--- config.mk ---
export PLATFORM = sky130hd
export DESIGN_NAME = hamming74_byte_assembler
export DESIGN_NICKNAME = d
export VERILOG_FILES = /design/src/rtl/hamming74_byte_assembler.sv
export SDC_FILE = /design/constraint.sdc
export NUM_CORES = 1
export LEC_CHECK = 0
export ABC_AREA = 1
export CORE_AREA = 2 2 99 101
export CTS_CLUSTER_DIAMETER = 120
export DETAILED_ROUTE_END_ITERATION = 12
export DIE_AREA = 0 0 101 103
export GPL_TIMING_DRIVEN = 0
export HOLD_SLACK_MARGIN = 0.1
export PLACE_DENSITY_LB_ADDON = 0.25
export SETUP_SLACK_MARGIN = 0.1
export SLEW_MARGIN = 10
export SYNTH_ARGS = -nofsm -noshare
export SYNTH_HDL_FRONTEND = slang
export SYNTH_SLANG_ARGS = --single-unit
--- constraint.sdc ---
create_clock -name clk -period 1.4 [get_ports clk]
set_input_delay 0.21 -clock clk [delete_from_list [all_inputs] [get_ports clk]]
set_output_delay 0.21 -clock clk [all_outputs]
set_load 0.01 [all_outputs]
--- src/rtl/hamming74_byte_assembler.sv ---
// Pairs Hamming(7,4) decoded nibbles into bytes (low nibble first) with per-byte error status
// and saturating link-health counters. Optional macro: HAMMING_DROP_UNCORR_EN drops uncorrectable bytes.
module hamming74_byte_assembler #(
  parameter int CNT_W = 16
) (
  input  logic             clk,
  input  logic             rst_n,
  input  logic             in_valid,
  output logic             in_ready,
  input  logic             in_sof,
  input  logic [3:0]       in_nibble,
  input  logic             in_1bit_error,
  input  logic             in_2bit_error,
  input  logic             in_parity_error,
  output logic             out_valid,
  input  logic             out_ready,
  output logic [7:0]       out_byte,
  output logic             out_corrected,
  output logic             out_uncorrectable,
  input  logic             clr_counts,
  output logic [CNT_W-1:0] cnt_corrected,
  output logic [CNT_W-1:0] cnt_uncorrectable,
  output logic [CNT_W-1:0] cnt_bytes
);

  typedef enum logic {LO, HI} state_t;

  state_t state_q, state_d;

  logic [3:0]       lowNibble_q, lowNibble_d;
  logic             accCorr_q, accCorr_d;
  logic             accUnc_q, accUnc_d;
  logic             outValid_q, outValid_d;
  logic [7:0]       outByte_q, outByte_d;
  logic             outCorr_q, outCorr_d;
  logic [CNT_W-1:0] cntCorr_q, cntCorr_d;
  logic [CNT_W-1:0] cntUnc_q, cntUnc_d;
  logic [CNT_W-1:0] cntBytes_q, cntBytes_d;

  logic accept;
  logic captureLow;
  logic completeByte;
  logic loadByte;
  logic drain;
  logic nibCorr;
  logic byteCorr;
  logic byteUnc;

  function automatic logic [CNT_W-1:0] satInc(input logic [CNT_W-1:0] v,
                                              input logic inc, input logic clr);
    if (clr)
      return '0;
    else if (inc && (v != {CNT_W{1'b1}}))
      return v + 1'b1;
    else
      return v;
  endfunction

  always_ff @(posedge clk or negedge rst_n) begin
    if (!rst_n)
      state_q <= LO;
    else
      state_q <= state_d;
  end

  // A start-of-frame nibble in HI restarts the byte, so it keeps the FSM in HI.
  always_comb begin
    state_d = state_q;
    case (state_q)
      LO: if (accept) state_d = HI;
      HI: if (accept && !in_sof) state_d = LO;
      default: state_d = LO;
    endcase
  end

  always_comb begin
    in_ready     = (state_q == LO) | ~outValid_q | out_ready;
    accept       = in_valid & in_ready;
    captureLow   = accept & ((state_q == LO) | in_sof);
    completeByte = accept & (state_q == HI) & ~in_sof;
    drain        = outValid_q & out_ready;
    nibCorr      = in_1bit_error | in_parity_error;
    byteCorr     = accCorr_q | nibCorr;
    byteUnc      = accUnc_q | in_2bit_error;
`ifdef HAMMING_DROP_UNCORR_EN
    loadByte     = completeByte & ~byteUnc;
`else
    loadByte     = completeByte;
`endif
  end

  always_comb begin
    lowNibble_d = lowNibble_q;
    accCorr_d   = accCorr_q;
    accUnc_d    = accUnc_q;
    if (captureLow) begin
      lowNibble_d = in_nibble;
      accCorr_d   = nibCorr;
      accUnc_d    = in_2bit_error;
    end
  end

  // Loading wins over draining so a same-cycle handoff keeps out_valid high with no bubble.
  always_comb begin
    outValid_d = outValid_q;
    outByte_d  = outByte_q;
    outCorr_d  = outCorr_q;
    if (loadByte) begin
      outValid_d = 1'b1;
      outByte_d  = {in_nibble, lowNibble_q};
      outCorr_d  = byteCorr;
    end else if (drain) begin
      outValid_d = 1'b0;
    end
  end

  always_comb begin
    cntCorr_d  = satInc(cntCorr_q, accept & nibCorr, clr_counts);
    cntUnc_d   = satInc(cntUnc_q, accept & in_2bit_error, clr_counts);
    cntBytes_d = satInc(cntBytes_q, drain, clr_counts);
  end

  always_ff @(posedge clk or negedge rst_n) begin
    if (!rst_n) begin
      lowNibble_q <= '0;
      accCorr_q   <= 1'b0;
      accUnc_q    <= 1'b0;
      outValid_q  <= 1'b0;
      outByte_q   <= '0;
      outCorr_q   <= 1'b0;
      cntCorr_q   <= '0;
      cntUnc_q    <= '0;
      cntBytes_q  <= '0;
    end else begin
      lowNibble_q <= lowNibble_d;
      accCorr_q   <= accCorr_d;
      accUnc_q    <= accUnc_d;
      outValid_q  <= outValid_d;
      outByte_q   <= outByte_d;
      outCorr_q   <= outCorr_d;
      cntCorr_q   <= cntCorr_d;
      cntUnc_q    <= cntUnc_d;
      cntBytes_q  <= cntBytes_d;
    end
  end

`ifdef HAMMING_DROP_UNCORR_EN
  assign out_uncorrectable = 1'b0;
`else
  logic outUnc_q, outUnc_d;

  always_comb begin
    outUnc_d = outUnc_q;
    if (loadByte)
      outUnc_d = byteUnc;
  end

  always_ff @(posedge clk or negedge rst_n) begin
    if (!rst_n)
      outUnc_q <= 1'b0;
    else
      outUnc_q <= outUnc_d;
  end

  assign out_uncorrectable = outUnc_q;
`endif

  assign out_valid         = outValid_q;
  assign out_byte          = outByte_q;
  assign out_corrected     = outCorr_q;
  assign cnt_corrected     = cntCorr_q;
  assign cnt_uncorrectable = cntUnc_q;
  assign cnt_bytes         = cntBytes_q;

endmodule

==> impl_results.md <==
* Run status: finished with violations
* Violated checks: negative setup slack
* Data required time of the worst path at between 1.5 and 2 ns
* Type of the worst min-delay path: input port to asynchronous set/reset pin
* Crit Path Max Fanout at 5
* Sequential area share after synthesis at 0.430
* Number of enable flip-flop cells after synthesis at 0
* Largest net degree at the start of global routing at 35
* Final-stage net count at 725
* Final worst slack at -0.188 ns
* Clock transition at the registers of the reported paths at about 0.08 ns
* Fin Hold WS at approximately 0.34 ns
* Power density of the placed cells at approximately 800 mW/mm^2
* Number of global-route vias before repair at ~4100
* Flops & latches, synth at 66
* Row count at 36
* All-layer global routing usage at 0.234
* Slew at the pin closest to its max-slew limit at around 0.65 ns
* Max-Cap Viols at 0
* Effective utilization at floorplan at 0.406
* TritonRoute pass-1 iters at 5
* Total instance count after detailed placement at 706
* Largest cells by area after synthesis: dfrtp_1, nand2_1, nand3_1, nor2_1, inv_1
* Share of post-route cells with drive strength above 1 at 0.388
* Sum of overflow across all layers after global routing at 0
* Count of different cell masters after synthesis at 29
* Setup repair after global routing missed its margin: true
* Cell taking the most area after synthesis: dfrtp_1
* Post-Synthesis Cells at 519
* Average size of a mapped cell at 7.40 um^2
* Clk Latency, worst-skew pair at 0.35 ns
* Most numerous cell in the Yosys netlist: nand2_1
* Post-synth top flop: dfrtp_1
* DP Worst Slack at -0.590 ns
* Yosys top cell area share at 0.430
* TritonCTS clock tree: yes
* Clock Sinks at 66
* Syn. warnings at 0
* Core footprint at 0.00946 mm^2
* Total of fill cells in the finished design at ~790
* Final wirelength at 12500 um
* Cell at the root of the clock tree: clkbuf_8
* Vias after detailed routing at approximately 4300
* Count of placed standard cells in the final layout, fillers left out at 828
* Area after DPL at 0.00478 mm^2
* Minimum period implied by the final worst setup slack at 1.59 ns
* Routability-driven placement congestion ratio at between 0.8 and 0.9
* Leakage power summed over all cells at about 0.0032 uW
* Overall die height at 103 um
* Final-report setup violation count at 47
* Count of port buffers added during placement at 72
* Fmax at 630 MHz
* Number of clock buffers inserted by TritonCTS at 9
* Sum of net half-perimeters after detailed placement at 6950 um
* I/O pin total at 73
* Total Power Consumption at 4960 uW
* Crit Path Category: flip-flop to flip-flop
* Number of max-slew violations in the final report at 0
* Synthesized area at 0.00384 mm^2
* Headroom to the max-slew limit at 0.568
* Setup skew after layout at 0.0105 ns
* Horizontal extent of the die at 101 um
* Diodes inserted at 0
* H-tree depth at 3
* Die area at around 0.010 mm^2
* Post-route design area at between 0.006 and 0.007 mm^2
* Max clock buf depth at 2
* Antenna violation net count after detailed routing at 0
* Synth-to-Final Area Change at 61.5%
* Peak VDD IR at 661 uV
* Initial detailed-routing violation count at 150
* Routed wire per std cell at 15.1 um
* Average vias per placed instance at around 5.2
* Critical Path Sink Type: flip-flop
* Initial antenna violation count at 0
* Synth top cells by count: nand2_1, dfrtp_1, nor2_1, inv_1, nand3_1
* Post-Syn Nets at between 500 and 600
* First-pass GRT wire length at ~19000 um
* Final Hold Viols at 0
* Crit start category: flip-flop
* Share of async-settable or async-resettable flops after synthesis at 1.00
* Tcrit/Tclk final at 1.13
* Signal arrival time at the worst endpoint at 1.87 ns
* Remaining routing DRC violations at 0
final cells by class:
class                           count  area (um^2)  share of cell area
Multi-Input combinational cell    393         2330               0.375
Sequential cell                    66         1680               0.270
Timing Repair Buffer              180         1530               0.246
Inverter                           48          185              0.0299
Tap cell                          114          143              0.0230
Clock buffer                       10          138              0.0222
Clock inverter                      6          114              0.0184
Buffer                             11         91.3              0.0147
flip-flops by register name (all words and copies together), names as in the netlist:
register / flops
cnt_bytes: 16
cnt_corrected: 16
cnt_uncorrectable: 16
out_byte: 8
lowNibble_q: 4
accCorr_q: 1
accUnc_q: 1
out_corrected: 1
out_uncorrectable: 1
out_valid: 1
state_q: 1
metal layers:
metal / wire [um] / track usage
met1: 5070 / 0.292
met2: 6300 / 0.406
met3: 834 / 0.0414
met4: 297 / 0.0936
met5: 0 / 0
where the power goes:
group	leakage (uW)	internal, uW	switching (uW)
clock	0.000119	1230	815
combinational	0.00224	355	434
sequential	0.000854	2040	80.4
critical path: stages, from the launching register on:
cell and delay [ns]:
dfrtp_1 0.42, ha_4 0.17, nand2_4 0.05, nor2_4 0.12
nand2_4 0.08, nor2_4 0.15, nor2_4 0.07, nor2_4 0.17
buf_6 0.17, nand2_2 0.05, nand2_1 0.06
layout by cell type, fill, tap and decap left out, types with 4 or more instances in the layout:
| cell type | instances |
|---|---|
| nand3_2 | 17 |
| nand2_4 | 9 |
| o21bai_1 | 8 |
| dfrtp_2 | 20 |
| nand2_2 | 26 |
| clkbuf_8 | 10 |
| inv_1 | 42 |
| nor2_2 | 9 |
| nand3_4 | 4 |
| buf_4 | 88 |
| dlygate4sd2_1 | 28 |
| clkdlybuf4s15_1 | 12 |
| nand2_1 | 161 |
| o21ai_0 | 11 |
| nand4_1 | 27 |
| dfrtp_1 | 46 |
| clkbuf_2 | 4 |
| clkdlybuf4s50_1 | 10 |
| buf_2 | 13 |
| nand3_1 | 30 |
| nor2_1 | 37 |
| xor2_1 | 12 |
| nor2_4 | 21 |
| buf_6 | 28 |
repair_timing:
action                                  CTS  global route
endpoints found under the hold margin    32             0
pin swaps                                49            39
setup buffers                            86            20
endpoints found under the setup margin  122            78
hold buffers                              1             0
gates cloned                              4             1
resized for setup                       199            76
final timing paths:
check | start | slack (ns) | cells after the start | end
min in group clk | in_nibble[1] | 0.43 | 3 | out_byte[5]
setup / recovery | cnt_bytes[1] | -0.19 | 10 | cnt_bytes[0]
hold / removal | rst_n | 0.34 | 2 | cnt_bytes[5]
setup reg to reg | cnt_bytes[1] | -0.19 | 10 | cnt_bytes[0]
hold reg to reg | out_byte[5] | 0.48 | 2 | out_byte[5]
max in group asynchronous | rst_n | 0.49 | 3 | cnt_uncorrectable[8]
metrics by stage:
stage               TNS [ns]   util
CTS                    -3.18  0.627
detailed placement    -27.44  0.505
finish                 -4.72  0.656
global placement     -169.13  0.503
global route           -7.90  0.656
floorplan              -2.25      -
kinds of logic after synthesis:
logic type,Yosys count,synth area share
adder cells (fa/ha/maj),3,0.00977
multiplexers,3,0.00847
XOR/XNOR,16,0.0365
AO/OA/AOI/OAI,24,0.0371
buffers and inverters,60,0.0687
AND/OR/NAND/NOR,347,0.409
flip-flops,66,0.430
(Power assumes the default switching activity.)
